File: src/rtl/up_axil_pkg.sv
// Shared types for the AXI4-Lite to up_* register-bus initiator.
package up_axil_pkg;

  typedef enum logic [2:0] {
    IDLE = 3'd0,
    ACPT = 3'd1,
    REQ  = 3'd2,
    WAIT = 3'd3,
    RESP = 3'd4
  } txn_state_t;

  localparam logic [1:0] RESP_OKAY   = 2'b00;
  localparam logic [1:0] RESP_SLVERR = 2'b10;

endpackage

File: src/rtl/up_axil_initiator_if.sv
// AXI4-Lite slave port plus up_* register-bus signals; slave = initiator side, master = CPU/bank side.
interface up_axil_initiator_if #(
  parameter int ADDRESS_WIDTH = 14
);
  logic                     s_axi_awvalid;
  logic                     s_axi_awready;
  logic [ADDRESS_WIDTH+1:0] s_axi_awaddr;
  logic                     s_axi_wvalid;
  logic                     s_axi_wready;
  logic [31:0]              s_axi_wdata;
  logic [3:0]               s_axi_wstrb;
  logic                     s_axi_bvalid;
  logic                     s_axi_bready;
  logic [1:0]               s_axi_bresp;
  logic                     s_axi_arvalid;
  logic                     s_axi_arready;
  logic [ADDRESS_WIDTH+1:0] s_axi_araddr;
  logic                     s_axi_rvalid;
  logic                     s_axi_rready;
  logic [1:0]               s_axi_rresp;
  logic [31:0]              s_axi_rdata;
  logic                     up_wreq;
  logic [ADDRESS_WIDTH-1:0] up_waddr;
  logic [31:0]              up_wdata;
  logic                     up_wack;
  logic                     up_rreq;
  logic [ADDRESS_WIDTH-1:0] up_raddr;
  logic [31:0]              up_rdata;
  logic                     up_rack;

  modport slave (
    input  s_axi_awvalid, s_axi_awaddr, s_axi_wvalid, s_axi_wdata, s_axi_wstrb, s_axi_bready,
    input  s_axi_arvalid, s_axi_araddr, s_axi_rready, up_wack, up_rdata, up_rack,
    output s_axi_awready, s_axi_wready, s_axi_bvalid, s_axi_bresp,
    output s_axi_arready, s_axi_rvalid, s_axi_rresp, s_axi_rdata,
    output up_wreq, up_waddr, up_wdata, up_rreq, up_raddr
  );

  modport master (
    output s_axi_awvalid, s_axi_awaddr, s_axi_wvalid, s_axi_wdata, s_axi_wstrb, s_axi_bready,
    output s_axi_arvalid, s_axi_araddr, s_axi_rready, up_wack, up_rdata, up_rack,
    input  s_axi_awready, s_axi_wready, s_axi_bvalid, s_axi_bresp,
    input  s_axi_arready, s_axi_rvalid, s_axi_rresp, s_axi_rdata,
    input  up_wreq, up_waddr, up_wdata, up_rreq, up_raddr
  );

endinterface

File: src/rtl/up_axil_txn_fsm.sv
// Single-channel up_* transaction engine: accept, strobe, wait for ack or timeout, hold response.
//   state | meaning
//   IDLE  | waiting for a request from the AXI side
//   ACPT  | ready high one cycle, address/wdata captured
//   REQ   | up_*req strobe, ack already sampled
//   WAIT  | waiting for ack, timeout counter running
//   RESP  | response valid, held until the master takes it
module up_axil_txn_fsm
  import up_axil_pkg::*;
#(
  parameter int          ADDRESS_WIDTH  = 14,
  parameter int          TIMEOUT_CYCLES = 31,
  parameter logic [31:0] TIMEOUT_RDATA  = 32'hDEAD_DEAD,
  parameter bit          IS_READ        = 1'b0
) (
  input  logic                     up_clk,
  input  logic                     up_rstn,
  input  logic                     i_start,
  input  logic [ADDRESS_WIDTH-1:0] i_addr,
  input  logic [31:0]              i_wdata,
  input  logic                     i_ack,
  input  logic [31:0]              i_rdata,
  input  logic                     i_resp_ready,
  output logic                     o_ready,
  output logic                     o_req,
  output logic [ADDRESS_WIDTH-1:0] o_addr,
  output logic [31:0]              o_data,
  output logic                     o_valid,
  output logic [1:0]               o_resp
);

  localparam logic [7:0] TIMEOUT_CNT = 8'(TIMEOUT_CYCLES);

  txn_state_t               r_state;
  txn_state_t               w_state_nxt;
  logic [7:0]               r_cnt;
  logic [ADDRESS_WIDTH-1:0] r_addr;
  logic [31:0]              r_data;
  logic [1:0]               r_resp;
  logic                     w_done_ok;
  logic                     w_done_err;

  always_ff @(posedge up_clk or negedge up_rstn) begin
    if (!up_rstn) r_state <= IDLE;
    else          r_state <= w_state_nxt;
  end

  always_comb begin
    w_state_nxt = r_state;
    o_ready     = 1'b0;
    o_req       = 1'b0;
    o_valid     = 1'b0;
    w_done_ok   = 1'b0;
    w_done_err  = 1'b0;
    case (r_state)
      IDLE: if (i_start) w_state_nxt = ACPT;
      ACPT: begin
        o_ready     = 1'b1;
        w_state_nxt = REQ;
      end
      REQ: begin
        o_req = 1'b1;
        if (i_ack) begin
          w_done_ok   = 1'b1;
          w_state_nxt = RESP;
        end else begin
          w_state_nxt = WAIT;
        end
      end
      WAIT: begin
        // ack takes priority over a timeout landing in the same cycle
        if (i_ack) begin
          w_done_ok   = 1'b1;
          w_state_nxt = RESP;
        end else if (r_cnt == TIMEOUT_CNT) begin
          w_done_err  = 1'b1;
          w_state_nxt = RESP;
        end
      end
      RESP: begin
        o_valid = 1'b1;
        if (i_resp_ready) w_state_nxt = IDLE;
      end
      default: w_state_nxt = IDLE;
    endcase
  end

  always_ff @(posedge up_clk or negedge up_rstn) begin
    if (!up_rstn) begin
      r_cnt  <= '0;
      r_addr <= '0;
      r_data <= '0;
      r_resp <= RESP_OKAY;
    end else begin
      if (r_state == ACPT) begin
        r_cnt  <= '0;
        r_addr <= i_addr;
        if (!IS_READ) r_data <= i_wdata;
      end else if ((r_state == REQ || r_state == WAIT) && r_cnt != 8'hFF) begin
        r_cnt <= r_cnt + 8'd1;
      end
      if (w_done_ok) begin
        r_resp <= RESP_OKAY;
        if (IS_READ) r_data <= i_rdata;
      end else if (w_done_err) begin
        r_resp <= RESP_SLVERR;
        if (IS_READ) r_data <= TIMEOUT_RDATA;
      end
    end
  end

  assign o_addr = r_addr;
  assign o_data = r_data;
  assign o_resp = r_resp;

endmodule

File: src/rtl/up_axil_initiator.sv
// AXI4-Lite slave to up_* register-bus initiator: independent write and read engines.
module up_axil_initiator
  import up_axil_pkg::*;
#(
  parameter int          ADDRESS_WIDTH  = 14,
  parameter int          TIMEOUT_CYCLES = 31,
  parameter logic [31:0] TIMEOUT_RDATA  = 32'hDEAD_DEAD
) (
  input  logic         up_clk,
  input  logic         up_rstn,
  up_axil_initiator_if.slave s_bus
);

  logic w_wr_ready;
  logic w_wr_start;
  logic w_unused;

  // aw and w are only taken together, so a lone address or data beat waits
  assign w_wr_start = s_bus.s_axi_awvalid & s_bus.s_axi_wvalid;
  assign s_bus.s_axi_awready = w_wr_ready;
  assign s_bus.s_axi_wready  = w_wr_ready;
  assign w_unused = ^{s_bus.s_axi_awaddr[1:0], s_bus.s_axi_araddr[1:0], s_bus.s_axi_wstrb};

  up_axil_txn_fsm #(
    .ADDRESS_WIDTH  (ADDRESS_WIDTH),
    .TIMEOUT_CYCLES (TIMEOUT_CYCLES),
    .TIMEOUT_RDATA  (TIMEOUT_RDATA),
    .IS_READ        (1'b0)
  ) u_wr (
    .up_clk       (up_clk),
    .up_rstn      (up_rstn),
    .i_start      (w_wr_start),
    .i_addr       (s_bus.s_axi_awaddr[ADDRESS_WIDTH+1:2]),
    .i_wdata      (s_bus.s_axi_wdata),
    .i_ack        (s_bus.up_wack),
    .i_rdata      (32'h0),
    .i_resp_ready (s_bus.s_axi_bready),
    .o_ready      (w_wr_ready),
    .o_req        (s_bus.up_wreq),
    .o_addr       (s_bus.up_waddr),
    .o_data       (s_bus.up_wdata),
    .o_valid      (s_bus.s_axi_bvalid),
    .o_resp       (s_bus.s_axi_bresp)
  );

  up_axil_txn_fsm #(
    .ADDRESS_WIDTH  (ADDRESS_WIDTH),
    .TIMEOUT_CYCLES (TIMEOUT_CYCLES),
    .TIMEOUT_RDATA  (TIMEOUT_RDATA),
    .IS_READ        (1'b1)
  ) u_rd (
    .up_clk       (up_clk),
    .up_rstn      (up_rstn),
    .i_start      (s_bus.s_axi_arvalid),
    .i_addr       (s_bus.s_axi_araddr[ADDRESS_WIDTH+1:2]),
    .i_wdata      (32'h0),
    .i_ack        (s_bus.up_rack),
    .i_rdata      (s_bus.up_rdata),
    .i_resp_ready (s_bus.s_axi_rready),
    .o_ready      (s_bus.s_axi_arready),
    .o_req        (s_bus.up_rreq),
    .o_addr       (s_bus.up_raddr),
    .o_data       (s_bus.s_axi_rdata),
    .o_valid      (s_bus.s_axi_rvalid),
    .o_resp       (s_bus.s_axi_rresp)
  );

endmodule

File: src/flat_wrapper.sv
// flat-port wrapper written by rule: the top's interface ports become plain ports
module up_axil_initiator_flat import up_axil_pkg::*;
#(
  parameter int          ADDRESS_WIDTH  = 14,
  parameter int          TIMEOUT_CYCLES = 31,
  parameter logic [31:0] TIMEOUT_RDATA  = 32'hDEAD_DEAD
)
  (up_clk, up_rstn, s_bus_s_axi_awvalid, s_bus_s_axi_awaddr, s_bus_s_axi_wvalid, s_bus_s_axi_wdata, s_bus_s_axi_wstrb, s_bus_s_axi_bready, s_bus_s_axi_arvalid, s_bus_s_axi_araddr, s_bus_s_axi_rready, s_bus_up_wack, s_bus_up_rdata, s_bus_up_rack, s_bus_s_axi_awready, s_bus_s_axi_wready, s_bus_s_axi_bvalid, s_bus_s_axi_bresp, s_bus_s_axi_arready, s_bus_s_axi_rvalid, s_bus_s_axi_rresp, s_bus_s_axi_rdata, s_bus_up_wreq, s_bus_up_waddr, s_bus_up_wdata, s_bus_up_rreq, s_bus_up_raddr);
  up_axil_initiator_if #(.ADDRESS_WIDTH(ADDRESS_WIDTH)) s_bus_i ();
  input  logic up_clk;
  input  logic up_rstn;
  input wire logic [$bits(s_bus_i.s_axi_awvalid)-1:0] s_bus_s_axi_awvalid;
  input wire logic [$bits(s_bus_i.s_axi_awaddr)-1:0] s_bus_s_axi_awaddr;
  input wire logic [$bits(s_bus_i.s_axi_wvalid)-1:0] s_bus_s_axi_wvalid;
  input wire logic [$bits(s_bus_i.s_axi_wdata)-1:0] s_bus_s_axi_wdata;
  input wire logic [$bits(s_bus_i.s_axi_wstrb)-1:0] s_bus_s_axi_wstrb;
  input wire logic [$bits(s_bus_i.s_axi_bready)-1:0] s_bus_s_axi_bready;
  input wire logic [$bits(s_bus_i.s_axi_arvalid)-1:0] s_bus_s_axi_arvalid;
  input wire logic [$bits(s_bus_i.s_axi_araddr)-1:0] s_bus_s_axi_araddr;
  input wire logic [$bits(s_bus_i.s_axi_rready)-1:0] s_bus_s_axi_rready;
  input wire logic [$bits(s_bus_i.up_wack)-1:0] s_bus_up_wack;
  input wire logic [$bits(s_bus_i.up_rdata)-1:0] s_bus_up_rdata;
  input wire logic [$bits(s_bus_i.up_rack)-1:0] s_bus_up_rack;
  output wire logic [$bits(s_bus_i.s_axi_awready)-1:0] s_bus_s_axi_awready;
  output wire logic [$bits(s_bus_i.s_axi_wready)-1:0] s_bus_s_axi_wready;
  output wire logic [$bits(s_bus_i.s_axi_bvalid)-1:0] s_bus_s_axi_bvalid;
  output wire logic [$bits(s_bus_i.s_axi_bresp)-1:0] s_bus_s_axi_bresp;
  output wire logic [$bits(s_bus_i.s_axi_arready)-1:0] s_bus_s_axi_arready;
  output wire logic [$bits(s_bus_i.s_axi_rvalid)-1:0] s_bus_s_axi_rvalid;
  output wire logic [$bits(s_bus_i.s_axi_rresp)-1:0] s_bus_s_axi_rresp;
  output wire logic [$bits(s_bus_i.s_axi_rdata)-1:0] s_bus_s_axi_rdata;
  output wire logic [$bits(s_bus_i.up_wreq)-1:0] s_bus_up_wreq;
  output wire logic [$bits(s_bus_i.up_waddr)-1:0] s_bus_up_waddr;
  output wire logic [$bits(s_bus_i.up_wdata)-1:0] s_bus_up_wdata;
  output wire logic [$bits(s_bus_i.up_rreq)-1:0] s_bus_up_rreq;
  output wire logic [$bits(s_bus_i.up_raddr)-1:0] s_bus_up_raddr;
  assign s_bus_i.s_axi_awvalid = s_bus_s_axi_awvalid;
  assign s_bus_i.s_axi_awaddr = s_bus_s_axi_awaddr;
  assign s_bus_i.s_axi_wvalid = s_bus_s_axi_wvalid;
  assign s_bus_i.s_axi_wdata = s_bus_s_axi_wdata;
  assign s_bus_i.s_axi_wstrb = s_bus_s_axi_wstrb;
  assign s_bus_i.s_axi_bready = s_bus_s_axi_bready;
  assign s_bus_i.s_axi_arvalid = s_bus_s_axi_arvalid;
  assign s_bus_i.s_axi_araddr = s_bus_s_axi_araddr;
  assign s_bus_i.s_axi_rready = s_bus_s_axi_rready;
  assign s_bus_i.up_wack = s_bus_up_wack;
  assign s_bus_i.up_rdata = s_bus_up_rdata;
  assign s_bus_i.up_rack = s_bus_up_rack;
  assign s_bus_s_axi_awready = s_bus_i.s_axi_awready;
  assign s_bus_s_axi_wready = s_bus_i.s_axi_wready;
  assign s_bus_s_axi_bvalid = s_bus_i.s_axi_bvalid;
  assign s_bus_s_axi_bresp = s_bus_i.s_axi_bresp;
  assign s_bus_s_axi_arready = s_bus_i.s_axi_arready;
  assign s_bus_s_axi_rvalid = s_bus_i.s_axi_rvalid;
  assign s_bus_s_axi_rresp = s_bus_i.s_axi_rresp;
  assign s_bus_s_axi_rdata = s_bus_i.s_axi_rdata;
  assign s_bus_up_wreq = s_bus_i.up_wreq;
  assign s_bus_up_waddr = s_bus_i.up_waddr;
  assign s_bus_up_wdata = s_bus_i.up_wdata;
  assign s_bus_up_rreq = s_bus_i.up_rreq;
  assign s_bus_up_raddr = s_bus_i.up_raddr;
  up_axil_initiator #(.ADDRESS_WIDTH(ADDRESS_WIDTH), .TIMEOUT_CYCLES(TIMEOUT_CYCLES), .TIMEOUT_RDATA(TIMEOUT_RDATA)) u_core (.up_clk(up_clk), .up_rstn(up_rstn), .s_bus(s_bus_i));
endmodule
File: config.mk
export PLATFORM = sky130hd
export DESIGN_NAME = up_axil_initiator_flat
export DESIGN_NICKNAME = d
export VERILOG_FILES = /design/src/rtl/up_axil_pkg.sv /design/src/rtl/up_axil_initiator_if.sv /design/src/rtl/up_axil_txn_fsm.sv /design/src/rtl/up_axil_initiator.sv /design/src/flat_wrapper.sv
export SDC_FILE = /design/constraint.sdc
export NUM_CORES = 1
export LEC_CHECK = 0
export ABC_CLOCK_PERIOD_IN_PS = 4000
export BUFFER_PORTS_ARGS = -buffer_cell sky130_fd_sc_hd__buf_2
export CORE_UTILIZATION = 39
export DETAILED_ROUTE_END_ITERATION = 7
export HOLD_SLACK_MARGIN = 0.05
export PLACE_DENSITY = 0.68
export SYNTH_ARGS = -nofsm -noshare
export SYNTH_HDL_FRONTEND = slang
export SYNTH_HIERARCHICAL = 1
export SYNTH_SLANG_ARGS = --single-unit
File: constraint.sdc
create_clock -name up_clk -period 4 [get_ports up_clk]
set_input_delay 0.4 -clock up_clk [delete_from_list [all_inputs] [get_ports up_clk]]
set_output_delay 0.4 -clock up_clk [all_outputs]
set_load 0.02 [all_outputs]
==> results of run 1 <==
cell type report:
cell class / count / area (um^2)
sequential: 116 / 2900
fill: 1003 / 5170
multi-input combinational: 317 / 1590
clock inverter: 10 / 153
inverter: 6 / 22.5
timing repair buffer: 204 / 1030
tap: 143 / 179
clock buffer: 22 / 474
placed cells by master (no fill, tap or decap), types with 4 or more instances in the layout:
| cell | count |
|---|---|
| sky130_fd_sc_hd__clkinv_2 | 5 |
| sky130_fd_sc_hd__nand2_1 | 198 |
| sky130_fd_sc_hd__bufinv_16 | 4 |
| sky130_fd_sc_hd__nor2_1 | 8 |
| sky130_fd_sc_hd__clkbuf_16 | 17 |
| sky130_fd_sc_hd__inv_1 | 4 |
| sky130_fd_sc_hd__o31ai_1 | 4 |
| sky130_fd_sc_hd__a31oi_1 | 4 |
| sky130_fd_sc_hd__buf_2 | 200 |
| sky130_fd_sc_hd__dfrtp_1 | 116 |
| sky130_fd_sc_hd__o22a_1 | 22 |
| sky130_fd_sc_hd__a22o_1 | 10 |
| sky130_fd_sc_hd__nand3_1 | 7 |
| sky130_fd_sc_hd__buf_4 | 4 |
| sky130_fd_sc_hd__o21ai_0 | 10 |
| sky130_fd_sc_hd__a21oi_1 | 9 |
registers in the layout, summed over array words and instances, names as in the netlist:
signal               count
u_core/u_rd/o_addr      14
u_core/u_rd/o_data      32
u_core/u_rd/o_resp       1
u_core/u_rd/r_cnt        8
u_core/u_rd/r_state      3
u_core/u_wr/o_addr      14
u_core/u_wr/o_data      32
u_core/u_wr/o_resp       1
u_core/u_wr/r_cnt        8
u_core/u_wr/r_state      3
metrics by stage:
stage               cell area (um^2)  setup WS, ns  utilization (%)  total power (W)  hold WS (ns)
CTS                             6350          1.11             55.1          0.00581         0.101
global route                    6350         0.983             55.1          0.00611         0.146
detailed placement              5720          1.57             49.7          0.00419         0.457
floorplan                       4660          2.19                -          0.00344         0.104
global placement                5720          1.65             49.7          0.00411         0.454
finish                          6350          1.19             55.1          0.00575        0.0714
path summary, 6_finish.rpt:
| check | start | to |
|---|---|---|
| max | u_core/u_wr/r_state[1]$_DFFE_PN0P_ | s_bus_s_axi_awready |
| min | up_rstn | u_core/u_rd/o_data[20]$_DFFE_PN0P_ |
| max reg2reg | u_core/u_wr/r_state[1]$_DFFE_PN0P_ | u_core/u_wr/o_addr[11]$_DFFE_PN0P_ |
| min reg2reg | u_core/u_wr/o_addr[3]$_DFFE_PN0P_ | u_core/u_wr/o_addr[3]$_DFFE_PN0P_ |
| max in group asynchronous | up_rstn | u_core/u_rd/o_data[21]$_DFFE_PN0P_ |
| min in group up_clk | s_bus_s_axi_wdata[17] | u_core/u_wr/o_data[17]$_DFFE_PN0P_ |
report_power, final:
group,switching [W],internal [W],total [W]
Clock,0.000506,0.00108,0.00159
Combinational,0.00144,0.000737,0.00218
Sequential,0.000292,0.00169,0.00198
metal layers:
layer	routed length (um)	GRT usage [%]	part of all wire (%)	up-vias
met2	5460	30.9	49	147
met3	766	5.85	6.8	15
met5	0	0	0	-
met4	173	10.2	1.5	0
met1	4850	23.0	43	1906
li1	-	-	-	1932
==> impl_metrics.ini, run 1 <==
[timing]
maxSlewViolCount = 0
timing.max_slew.rel_slack_pct = 35.2
finalCritPeriodShare_pct = 70.3
max_slew.worst_pin.slew_ns = 0.973
clock_skew_ns = 0.00646
timing_hold_violations_final = 0
fin_setup_tns_ns = 0
setup_repair_after_global_routing_missed_its_margin = false
post-route-min-period_ns = 2.81
setup_violations = 0
timing.fmax_ghz = 0.356

[clocking]
clock_insertion_delay_worst_skew_ns = 0.41
tritoncts.num_buffers = 17
cts-htree-levels = 4
tritoncts_clock_tree = done
worst_setup_hold_path_clk_slew_ns = 0.05
cts_sinks = 116
clockRootBuffer = sky130_fd_sc_hd__clkbuf_16
post_cts_hold_buffer_count = 0
max-clock-path-buffers = 2
post-cts-setup-buffer-count = 0
post_cts_resized = 0

[routing]
detail-route-antenna-nets = 0
post_drt_via_cell_ratio = 4.89
drt_drc_violations_left = 28
drt-initial-drc-count = 261
drtPass1Iterations = 6
dr_total_vias = 4000
postRouteWirelength_um = 11200
avgRoutedWirePerCell_um = 13.8

[floorplan]
std_cell_rows = 39
die-height_um = 111
floorplan.die_area_um2 = 12400
fp.dieW_um = 111
core_region_area_um2 = 11500
initial_utilization_pct = 40.4
ioPinCount = 212

[worst_setup_path]
rrSetupSlack_ns = 1.65
arrival_ns = 2.41
buffering_stage_count_on_the_worst_path_with_inverters_included = 2
worst-setup-path-type = flop to output pin
worst_path_max_delay_cell = sky130_fd_sc_hd__or2_2
type_of_element_capturing_the_critical_path = output pin
timing.critical_path.fanout_max = 51
reg2reg_depth = 6
worstSetupPathDepth = 4
dominant_delay_contributor_by_cell_family_on_the_critical_path = simple AND/OR/NAND/NOR gates
data_required_time_of_the_critical_path_ns = 3.60
path_cells = nand2b_1, or2_2, inv_2, buf_2
cp_slowest_stage_delay_ns = 0.75
critPathLaunchType = flop

[synthesis]
synthesis.area_per_instance_um2 = 10.0
synthCells = 464
yosys_warnings = 6
syn_nets = 575
syn_area_um2 = 4660

[grt]
first_pass_grt_wire_length_um = 18600
first_global_vias = 3934
grt_start_max_net_pins = 65
grt_antenna_before_repair = 0
grt_util_all_layers_pct = 19.1
remaining_global_route_overflow = 0

[pwr]
power.ir.vdd_worst_uv = 430
power-per-cell-area_nw_per_um2 = 906
p_leak_nw = 3.45

[finish]
num_antenna_cells = 0
layoutNonFillerInstCount = 818
drive_gt1_share_pct = 36.1
area_growth_syn_to_layout_pct = 36.3
num-nets-final = 773

[status]
status = complete, but fails checks
failed_checks = DRC

[placed_design]
hpwl_um = 7820
globalplace.congestion = 0.757
buffer_ports.inserted = 201
place.detailed.instances = 786

[hold_path]
hold_path_class = primary input to async pin

[run]
drv_cap = 0
Power figures use the tool's default switching activity.
==> run 2: changes to the inputs <==
--- a/config.mk
+++ b/config.mk
@@ -5,7 +5,7 @@
 export SDC_FILE = /design/constraint.sdc
 export NUM_CORES = 1
 export LEC_CHECK = 0
-export ABC_CLOCK_PERIOD_IN_PS = 4000
+export ABC_CLOCK_PERIOD_IN_PS = 2600
 export BUFFER_PORTS_ARGS = -buffer_cell sky130_fd_sc_hd__buf_2
 export CORE_UTILIZATION = 39
 export DETAILED_ROUTE_END_ITERATION = 7
==> constraint.sdc (replaced) <==
create_clock -name up_clk -period 2.6 [get_ports up_clk]
set_input_delay 0.26 -clock up_clk [delete_from_list [all_inputs] [get_ports up_clk]]
set_output_delay 0.26 -clock up_clk [all_outputs]
set_load 0.02 [all_outputs]
==> run 2 against run 1 <==
Against the previous run: the flow still finishes with violations (DRC); combinational power grew 60%; clock power rose by 53%; clock skew up 0.0037 ns; critical path depth shrank 1; global-route usage grew 1.7 points.
==> impl_metrics.ini, run 2 (synthesized netlist as in run 1, its figures left out) <==
[routing]
detail-route-antenna-nets = 0
avgRoutedWirePerCell_um = 13.9
dr_total_vias = 4310
post_drt_via_cell_ratio = 4.90
drt-initial-drc-count = 229
postRouteWirelength_um = 12200
drtPass1Iterations = 7
drt_drc_violations_left = 28

[worst_setup_path]
worstReg2RegStart = u_core/u_rd/r_cnt[0]$_DFFE_PN0P_
worst-setup-path-type = flop to output pin
path_cells = or3b_2, clkinv_1, buf_2
timing.critical_path.fanout_max = 19
dominant_delay_contributor_by_cell_family_on_the_critical_path = simple AND/OR/NAND/NOR gates
cp_slowest_stage_delay_ns = 0.68
critPathLaunchType = flop
type_of_element_capturing_the_critical_path = output pin
data_required_time_of_the_critical_path_ns = 2.34
arrival_ns = 2.08
worst_path_max_delay_cell = sky130_fd_sc_hd__or3b_2
crit_path_start = u_core/u_rd/r_state[1]$_DFFE_PN0P_
buffering_stage_count_on_the_worst_path_with_inverters_included = 2

[placed_design]
place.detailed.instances = 789
hpwl_um = 7630
globalplace.congestion = 0.766
buffer_ports.inserted = 201

[timing]
maxSlewViolCount = 0
post-route-min-period_ns = 2.34
timing.fmax_ghz = 0.428
max_slew.worst_pin.slew_ns = 0.744
clock_skew_ns = 0.0102
fin_setup_tns_ns = 0
finalCritPeriodShare_pct = 89.9
timing_hold_violations_final = 0
setup_violations = 0
setup_repair_after_global_routing_missed_its_margin = false
timing.max_slew.rel_slack_pct = 50.3

[grt]
grt_start_max_net_pins = 56
first_pass_grt_wire_length_um = 20300
remaining_global_route_overflow = 0
first_global_vias = 4236
grt_antenna_before_repair = 0
grt_util_all_layers_pct = 20.8

[floorplan]
floorplan.die_area_um2 = 12400
die-height_um = 111
fp.dieW_um = 111
ioPinCount = 212
core_region_area_um2 = 11500
initial_utilization_pct = 40.4
std_cell_rows = 39

[status]
failed_checks = DRC
status = complete, but fails checks

[clocking]
worst_setup_hold_path_clk_slew_ns = 0.05
clockRootBuffer = sky130_fd_sc_hd__clkbuf_16
clock_insertion_delay_worst_skew_ns = 0.41
cts_sinks = 116
max-clock-path-buffers = 2
tritoncts_clock_tree = done
cts-htree-levels = 4
post-cts-setup-buffer-count = 0
tritoncts.num_buffers = 17

[finish]
commonest_cells_after_routing_fill_and_taps_aside = 200 x sky130_fd_sc_hd__buf_2, 198 x sky130_fd_sc_hd__nand2_1, 116 x sky130_fd_sc_hd__dfrtp_1, 60 x sky130_fd_sc_hd__dlygate4sd3_1, 22 x sky130_fd_sc_hd__o22a_1
num-nets-final = 836
num_antenna_cells = 0
final_common_cell = sky130_fd_sc_hd__buf_2
drive_gt1_share_pct = 33.5
fillerInstances = 930
layoutNonFillerInstCount = 880
area_growth_syn_to_layout_pct = 49.9

[run]
drv_cap = 0

[hold_path]
min_from = s_bus_s_axi_wdata[12]
hold_path_class = primary input to flop

[pwr]
p_leak_nw = 3.72
power.ir.vdd_worst_uv = 618
power-per-cell-area_nw_per_um2 = 1290
-- run 2: cell type report --
type	count	area, um^2	share of cell area [%]
sequential	116	2900	41.6
timing repair buffer	267	1670	23.9
tap	143	179	2.56
clock inverter	10	154	2.20
inverter	6	22.5	0.323
clock buffer	21	470	6.74
multi-input combinational	317	1590	22.7
-- run 2: worst reg2reg max path: stages, from the launching register on --
cell and delay (ns):
sky130_fd_sc_hd__dfrtp_1 0.42, sky130_fd_sc_hd__ha_1 0.28, sky130_fd_sc_hd__and4_4 0.24, sky130_fd_sc_hd__a21o_2 0.21
sky130_fd_sc_hd__and2_1 0.16, sky130_fd_sc_hd__buf_4 0.21, sky130_fd_sc_hd__o22a_1 0.21
-- run 2: per-layer routing --
| metal | up-vias | share of wire [%] | GRT usage, % |
|---|---|---|---|
| met5 | - | 0 | 0 |
| met4 | 0 | 2.1 | 9.37 |
| met3 | 27 | 6.8 | 6.51 |
| met2 | 164 | 49 | 34.5 |
| met1 | 2052 | 42 | 24.8 |
| li1 | 2067 | - | - |
-- run 2: worst paths after layout --
check	to	slack, ns	cells past startpoint
worst max-delay path	s_bus_s_axi_arready	0.26	3
worst min-delay path	u_core/u_wr/o_data[12]$_DFFE_PN0P_	0.07	3
worst max register to register	u_core/u_rd/o_data[2]$_DFFE_PN0P_	0.74	6
worst min register to register	u_core/u_wr/o_data[28]$_DFFE_PN0P_	0.47	2
max in group asynchronous	u_core/u_rd/o_addr[11]$_DFFE_PN0N_	1.52	3
min in group asynchronous	u_core/u_rd/o_addr[3]$_DFFE_PN0N_	0.39	2
-- run 2: power breakdown --
group	switching, W	total (W)	internal [W]
Combinational	0.00228	0.00349	0.00122
Sequential	0.000454	0.00305	0.00260
Clock	0.000774	0.00244	0.00167
Total	0.00351	0.00898	0.00548
-- run 2: metrics by stage --
stage / area, um^2 / util [%] / setup slack, ns / total power, W / hold WS, ns
floorplan: 4660 / - / 0.789 / 0.00529 / -0.0356
global placement: 5760 / 50.0 / 0.696 / 0.00636 / 0.281
detailed placement: 5760 / 50.0 / 0.691 / 0.00645 / 0.283
CTS: 6980 / 60.6 / 0.242 / 0.00901 / 0.0501
global route: 6980 / 60.6 / 0.129 / 0.00953 / 0.0613
finish: 6980 / 60.6 / 0.263 / 0.00898 / 0.0724
-- run 2: what timing repair did --
item | in CTS | in global routing
gates resized for setup | 0 | 0
hold buffers | 60 | 0
endpoints found under the hold margin | 100 | 0
